[config.mk]
export PLATFORM = sky130hd
export DESIGN_NAME = shift_iter_flat
export DESIGN_NICKNAME = d
export VERILOG_FILES = /design/src/rtl/shift_iter_pkg.sv /design/src/rtl/shift_iter_if.sv /design/src/rtl/shift_iter_step.sv /design/src/rtl/shift_iter.sv /design/src/flat_wrapper.sv
export SDC_FILE = /design/constraint.sdc
export NUM_CORES = 1
export LEC_CHECK = 0
export CAP_MARGIN = 30
export CORE_UTILIZATION = 46
export CTS_BUF_LIST = sky130_fd_sc_hd__clkbuf_16
export DETAILED_ROUTE_END_ITERATION = 8
export PLACE_DENSITY = 0.66
export SLEW_MARGIN = 20
export SYNTH_ARGS = -nofsm -noshare
export SYNTH_HDL_FRONTEND = slang
export SYNTH_SLANG_ARGS = --single-unit
export TNS_END_PERCENT = 100
[constraint.sdc]
create_clock -name clk -period 5.4 [get_ports clk]
set_input_delay 0.81 -clock clk [delete_from_list [all_inputs] [get_ports clk]]
set_output_delay 0.81 -clock clk [all_outputs]
set_load 0.02 [all_outputs]
[src/rtl/shift_iter_pkg.sv]
// Shared constants for the iterative shifter: mode encodings and FSM states.
package shift_pkg;
  localparam logic [1:0] MODE_LSL = 2'b00;
  localparam logic [1:0] MODE_LSR = 2'b01;
  localparam logic [1:0] MODE_ASR = 2'b10;
  localparam logic [1:0] MODE_ROL = 2'b11;

  typedef enum logic [1:0] {
    ST_IDLE  = 2'd0,
    ST_SHIFT = 2'd1,
    ST_DONE  = 2'd2
  } state_t;
endpackage

[src/rtl/shift_iter_if.sv]
// Operand and result handshakes of the iterative shifter.
interface shift_iter_if #(
  parameter int WIDTH = 32,
  parameter int AMT_W = $clog2(WIDTH)
);
  logic             in_valid;
  logic             in_ready;
  logic [WIDTH-1:0] in_data;
  logic [AMT_W-1:0] in_amt;
  logic [1:0]       in_mode;
  logic             out_valid;
  logic             out_ready;
  logic [WIDTH-1:0] out_data;
  logic             out_zero;

  modport master (
    output in_valid, in_data, in_amt, in_mode, out_ready,
    input  in_ready, out_valid, out_data, out_zero
  );
  modport slave (
    input  in_valid, in_data, in_amt, in_mode, out_ready,
    output in_ready, out_valid, out_data, out_zero
  );
endinterface

[src/rtl/shift_iter_step.sv]
// Combinational single-step shifter: moves a word by 0..MAX_STEP positions.
module shift_step
  import shift_pkg::*;
#(
  parameter int WIDTH    = 32,
  parameter int MAX_STEP = 3,
  parameter int STEP_W   = $clog2(MAX_STEP + 1)
) (
  input  logic [WIDTH-1:0]  i_data,
  input  logic [STEP_W-1:0] i_step,
  input  logic [1:0]        i_mode,
  input  logic              i_sign,
  output logic [WIDTH-1:0]  o_data
);
  logic [2*WIDTH-1:0] w_rot;
  logic [WIDTH-1:0]   w_fill;

  // Select the shifted word; ASR fills with the caller-held sign so the
  // original sign survives every step, ROL wraps via a doubled word.
  always_comb begin
    w_rot  = {i_data, i_data} << i_step;
    w_fill = i_sign ? ~({WIDTH{1'b1}} >> i_step) : '0;
    o_data = i_data;
    case (i_mode)
      MODE_LSL: o_data = i_data << i_step;
      MODE_LSR: o_data = i_data >> i_step;
      MODE_ASR: o_data = (i_data >> i_step) | w_fill;
      default:  o_data = w_rot[2*WIDTH-1:WIDTH];
    endcase
  end
endmodule

[src/rtl/shift_iter.sv]
// Iterative shifter/rotator: applies up to MAX_STEP positions per clock
// until the requested amount is consumed, then holds the result.
module shift_iter
  import shift_pkg::*;
#(
  parameter int WIDTH    = 32,
  parameter int MAX_STEP = 3,
  parameter int AMT_W    = $clog2(WIDTH)
) (
  input  logic           clk,
  input  logic           reset,
  input  logic           flush,
  shift_iter_if.slave    bus,
  output logic           busy
);
  localparam int               STEP_W   = $clog2(MAX_STEP + 1);
  localparam logic [AMT_W-1:0] AMT_MAX  = AMT_W'(WIDTH - 1);
  localparam logic [AMT_W-1:0] STEP_MAX = AMT_W'(MAX_STEP);

  state_t              r_state, w_next;
  logic [WIDTH-1:0]    r_data, r_out, w_shifted;
  logic [1:0]          r_mode;
  logic                r_sign, r_zero;
  logic [AMT_W-1:0]    r_rem, w_amt, w_rem_nxt;
  logic [STEP_W-1:0]   w_step;
  logic                w_accept;

  // Out-of-range amounts only exist for non power-of-two widths.
  assign w_amt     = (bus.in_amt > AMT_MAX) ? AMT_MAX : bus.in_amt;
  assign w_step    = (r_rem > STEP_MAX) ? STEP_W'(MAX_STEP) : STEP_W'(r_rem);
  assign w_rem_nxt = r_rem - AMT_W'(w_step);
  assign w_accept  = (r_state == ST_IDLE) && bus.in_valid && !flush;

  shift_step #(.WIDTH(WIDTH), .MAX_STEP(MAX_STEP)) u_step (
    .i_data (r_data),
    .i_step (w_step),
    .i_mode (r_mode),
    .i_sign (r_sign),
    .o_data (w_shifted)
  );

  // Next-state logic; flush overrides every transition.
  always_comb begin
    w_next = r_state;
    case (r_state)
      ST_IDLE:  if (w_accept) w_next = (w_amt == '0) ? ST_DONE : ST_SHIFT;
      ST_SHIFT: if (w_rem_nxt == '0) w_next = ST_DONE;
      ST_DONE:  if (bus.out_ready) w_next = ST_IDLE;
      default:  w_next = ST_IDLE;
    endcase
    if (flush) w_next = ST_IDLE;
  end

  // State register.
  always_ff @(posedge clk) begin
    if (reset) r_state <= ST_IDLE;
    else       r_state <= w_next;
  end

  // Working word, remaining count and result register. The result is only
  // written on entry to DONE so it stays put through flush and backpressure.
  always_ff @(posedge clk) begin
    if (reset) begin
      r_data <= '0;
      r_mode <= MODE_LSL;
      r_sign <= 1'b0;
      r_rem  <= '0;
      r_out  <= '0;
      r_zero <= 1'b1;
    end else if (flush) begin
      r_rem  <= '0;
    end else begin
      case (r_state)
        ST_IDLE: if (w_accept) begin
          r_data <= bus.in_data;
          r_mode <= bus.in_mode;
          r_sign <= bus.in_data[WIDTH-1];
          r_rem  <= w_amt;
          if (w_amt == '0) begin
            r_out  <= bus.in_data;
            r_zero <= (bus.in_data == '0);
          end
        end
        ST_SHIFT: begin
          r_data <= w_shifted;
          r_rem  <= w_rem_nxt;
          if (w_rem_nxt == '0) begin
            r_out  <= w_shifted;
            r_zero <= (w_shifted == '0);
          end
        end
        default: ;
      endcase
    end
  end

  assign bus.in_ready  = (r_state == ST_IDLE);
  assign bus.out_valid = (r_state == ST_DONE);
  assign bus.out_data  = r_out;
  assign bus.out_zero  = r_zero;
  assign busy          = (r_state != ST_IDLE);
endmodule

[src/flat_wrapper.sv]
// flat-port wrapper written by rule: the top's interface ports become plain ports
module shift_iter_flat import shift_pkg::*;
#(
  parameter int WIDTH    = 32,
  parameter int MAX_STEP = 3,
  parameter int AMT_W    = $clog2(WIDTH)
)
  (clk, reset, flush, busy, bus_in_valid, bus_in_data, bus_in_amt, bus_in_mode, bus_out_ready, bus_in_ready, bus_out_valid, bus_out_data, bus_out_zero);
  shift_iter_if #(.WIDTH(WIDTH), .AMT_W(AMT_W)) bus_i ();
  input  logic clk;
  input  logic reset;
  input  logic flush;
  output logic busy;
  input wire logic [$bits(bus_i.in_valid)-1:0] bus_in_valid;
  input wire logic [$bits(bus_i.in_data)-1:0] bus_in_data;
  input wire logic [$bits(bus_i.in_amt)-1:0] bus_in_amt;
  input wire logic [$bits(bus_i.in_mode)-1:0] bus_in_mode;
  input wire logic [$bits(bus_i.out_ready)-1:0] bus_out_ready;
  output wire logic [$bits(bus_i.in_ready)-1:0] bus_in_ready;
  output wire logic [$bits(bus_i.out_valid)-1:0] bus_out_valid;
  output wire logic [$bits(bus_i.out_data)-1:0] bus_out_data;
  output wire logic [$bits(bus_i.out_zero)-1:0] bus_out_zero;
  assign bus_i.in_valid = bus_in_valid;
  assign bus_i.in_data = bus_in_data;
  assign bus_i.in_amt = bus_in_amt;
  assign bus_i.in_mode = bus_in_mode;
  assign bus_i.out_ready = bus_out_ready;
  assign bus_in_ready = bus_i.in_ready;
  assign bus_out_valid = bus_i.out_valid;
  assign bus_out_data = bus_i.out_data;
  assign bus_out_zero = bus_i.out_zero;
  shift_iter #(.WIDTH(WIDTH), .MAX_STEP(MAX_STEP), .AMT_W(AMT_W)) u_core (.clk(clk), .reset(reset), .flush(flush), .bus(bus_i), .busy(busy));
endmodule
==> metrics.txt <==
grt ovf 0; Reg-to-Reg Start u_core.r_rem[1]; Die Y about 100 um; # Post-CTS Setup Buffers 0; nets@finish 810; crit path launch u_core.r_rem[1]; status complete, no violations; ant diodes 0; H-tree depth 3; Antenna Nets Post-Route 0; RSZ-0062 raised after global routing no; Peak VDD IR 0.187 mV; actual slew at the worst max-slew pin slightly below 0.9 ns; hold_buf cts 0; CP Class register to register; Worst R2R Setup Slack 1.90 ns; Async S/R FF share, synth 0%; final setup violation count 0; initial DRC count about 670; final hold vios 0; startpoint types register; Post-synth EDFFs 0; clk_skew 0.00628 ns; Ports 80; initial antenna violation count 0; first-pass GRT wire length ~28000 um; worst hold-check path type register to register; Starting Density a little under half; sequential area share after synthesis 30.9%; simple logic cell fraction of the synthesized area 33.0%; Max-slew headroom 40.8%; power per cell area 264 nW/um^2; CTS root buf clkbuf_16; worst r2r path cells 11; RR Endpoint u_core.bus.out_zero; total track usage 32.8%; CTS resizes 0; Final Max Slew Viols 0; WL per Instance slightly below 20 um; Mapped Area 4860 um^2; via count 5795; Placer Congestion between 0.9 and 1; ys flop type dfxtp_1; site row count 37; post-route cell area 5990 um^2; critical path capture point type register; post-layout minimum cycle time 3.50 ns; synth unique cells 51; syn nets ~770; routed wire length 17800 um; mux cell area share after synthesis under 10%; largest family of logic cells by synthesized area simple AND/OR/NAND/NOR gates; fmax 286 MHz; Synth Area in Compound Gates ~27%; critical path capture point u_core.bus.out_zero; post-synthesis adder-cell area fraction 0.258%; number of detailed-route iterations in the first pass 6; Die X ~100 um; CTS tree yes; clock slew at reported path FFs about 0.06 ns; Req. time, crit path about 5.7 ns; crit share post-route 64.8%; dpl ws 1.84 ns; DP Wirelength 12500 um; # DRC 0; clock latency on the worst-skew pair 0.35 ns; max cap viols 0; synth warn 0; die area 11000 um^2; Crit path arrival time 3.79 ns; Area Growth Syn to Fin 23.2%; Sink Count 75; share of cells above drive strength 1 under 10%; total core area around 10000 um^2; placed cell count 889; pin count of the biggest net entering global routing 70; Max FO, Critical Path 26; setup ws final ~1.9 ns; Leakage 0.00198 uW; FF+latch count, synth 75; Placement Cell Area 5680 um^2; Syn Inst Count 727; clk buf depth 2; Port Buf Inserts 79; clock buffers created by TritonCTS 9; syn_area_per_cell around 6.7 um^2; vias per std cell 6.40; vias in the first global route slightly above 5000; Post-Synth XOR/XNOR Area less than 1%; setup TNS 0 ns; Final Instance Count excl. Fillers 906
## cell families after synthesis
kind of cell               Yosys count
AOI/OAI and AO/OA                  203
xor gates and xnor gates             2
adders and majority gates            1
buffers and inverters               71
DFF                                 75
muxes                               10
and+or+nand+nor                    365
## power by group
part	leakage, uW	switching, uW	internal (uW)
Combinational	0.00122	233	142
Clock	0.000152	240	353
Sequential	0.000611	38.1	577
## final cells by class
class / instances / area [um^2]
clock buffer: 9 / 225
clock inverter: 7 / 61.3
fill: 1011 / 4290
inverter: 6 / 22.5
multi-input combinational: 581 / 3110
sequential: 75 / 1500
tap: 136 / 170
timing repair buffer: 92 / 895
## routing by layer
layer | up-vias | global-route usage [%] | wire length (um)
li1 | 2704 | - | -
met1 | 2684 | 47.6 | 7980
met2 | 361 | 48.5 | 7680
met3 | 46 | 4.87 | 1650
met4 | 0 | 13.1 | 469
met5 | - | 0 | 0
## worst max-delay path, stage by stage (launching register included)
cell and delay, ns:
dfxtp_1 0.89, inv_1 0.24, nand2_1 0.12, ha_1 0.19, nor4bb_1 0.34, a22o_1 0.32
and2_2 0.49, or3_1 0.17, nand4_1 0.09, nor4_1 0.30, nand4_1 0.13, o21ai_1 0.14
## synthesized netlist by cell type (5+ instances only)
| master | number | area, um^2 |
|---|---|---|
| buf_2 | 7 | 35.0 |
| dfxtp_1 | 75 | 1500 |
| nor2b_1 | 5 | 31.3 |
| a211oi_1 | 47 | 353 |
| o211ai_1 | 13 | 97.6 |
| o21a_1 | 5 | 37.5 |
| inv_1 | 6 | 22.5 |
| nand2_1 | 134 | 503 |
| nor4_1 | 13 | 81.3 |
| nand4_1 | 9 | 56.3 |
| nor2_1 | 106 | 398 |
| a21oi_1 | 57 | 285 |
| clkbuf_1 | 51 | 191 |
| o21ai_0 | 24 | 120 |
| nor3_1 | 15 | 75.1 |
| o22ai_1 | 6 | 37.5 |
| mux2i_1 | 8 | 80.1 |
| a31oi_1 | 26 | 163 |
| nand3_1 | 61 | 305 |
| nand2b_1 | 5 | 31.3 |
## layout by cell type (no fill, tap or decap), drive strengths merged, types with 2 or more instances in the layout
cell type | netlist | routed
a211oi | 49 | 49
a21oi | 57 | 57
a221oi | 4 | 4
a22o | 2 | 2
a22oi | 2 | 2
a2bb2oi | 3 | 3
a311oi | 2 | 2
a31oi | 26 | 26
and2 | 2 | 2
and3 | 4 | 4
buf | 14 | 14
clkbuf | 51 | 9
clkdlybuf4s50 | 0 | 78
clkinv | 0 | 4
dfxtp | 75 | 75
inv | 6 | 8
mux2 | 2 | 2
mux2i | 8 | 8
nand2 | 134 | 134
nand2b | 5 | 5
nand3 | 61 | 61
nand4 | 9 | 9
nor2 | 107 | 107
nor2b | 5 | 5
nor3 | 15 | 15
nor4 | 14 | 14
o211ai | 13 | 13
o21a | 5 | 5
o21ai | 25 | 25
o221ai | 3 | 3
o22ai | 6 | 6
or2 | 3 | 3
or3 | 2 | 2
or4 | 2 | 2
## state kept, by name (all words and copies together) (netlist names)
| name | cells |
|---|---|
| u_core.r_rem | 5 |
| u_core.r_state | 2 |
| u_core.bus.out_zero | 1 |
| u_core.bus.out_data | 32 |
| u_core.r_mode | 2 |
| u_core.r_data | 32 |
| u_core.r_sign | 1 |
## through the flow
stage | util (%) | hold WS (ns) | total power, uW
2_1_floorplan | - | 0.458 | 849
3_3_place_gp | 55.2 | 0.444 | 983
3_5_place_dp | 55.3 | 0.452 | 985
4_1_cts | 58.1 | 0.459 | 1570
5_1_grt | 58.2 | 0.479 | 1640
6_report | 58.2 | 0.458 | 1580
## worst min-delay path by stage
stage | startpoint | to | slack (ns) | depth (start not counted)
3_5_place_dp | u_core.bus.out_data[8] | u_core.bus.out_data[8] | 0.45 | 2
4_1_cts | u_core.bus.out_data[8] | u_core.bus.out_data[8] | 0.46 | 2
3_3_place_gp | u_core.bus.out_data[31] | u_core.bus.out_data[31] | 0.44 | 2
2_1_floorplan | u_core.r_data[24] | u_core.r_data[24] | 0.46 | 2
5_1_grt | u_core.bus.out_data[8] | u_core.bus.out_data[8] | 0.48 | 2
6_report | u_core.bus.out_data[8] | u_core.bus.out_data[8] | 0.46 | 2
Power figures use the tool's default switching activity.
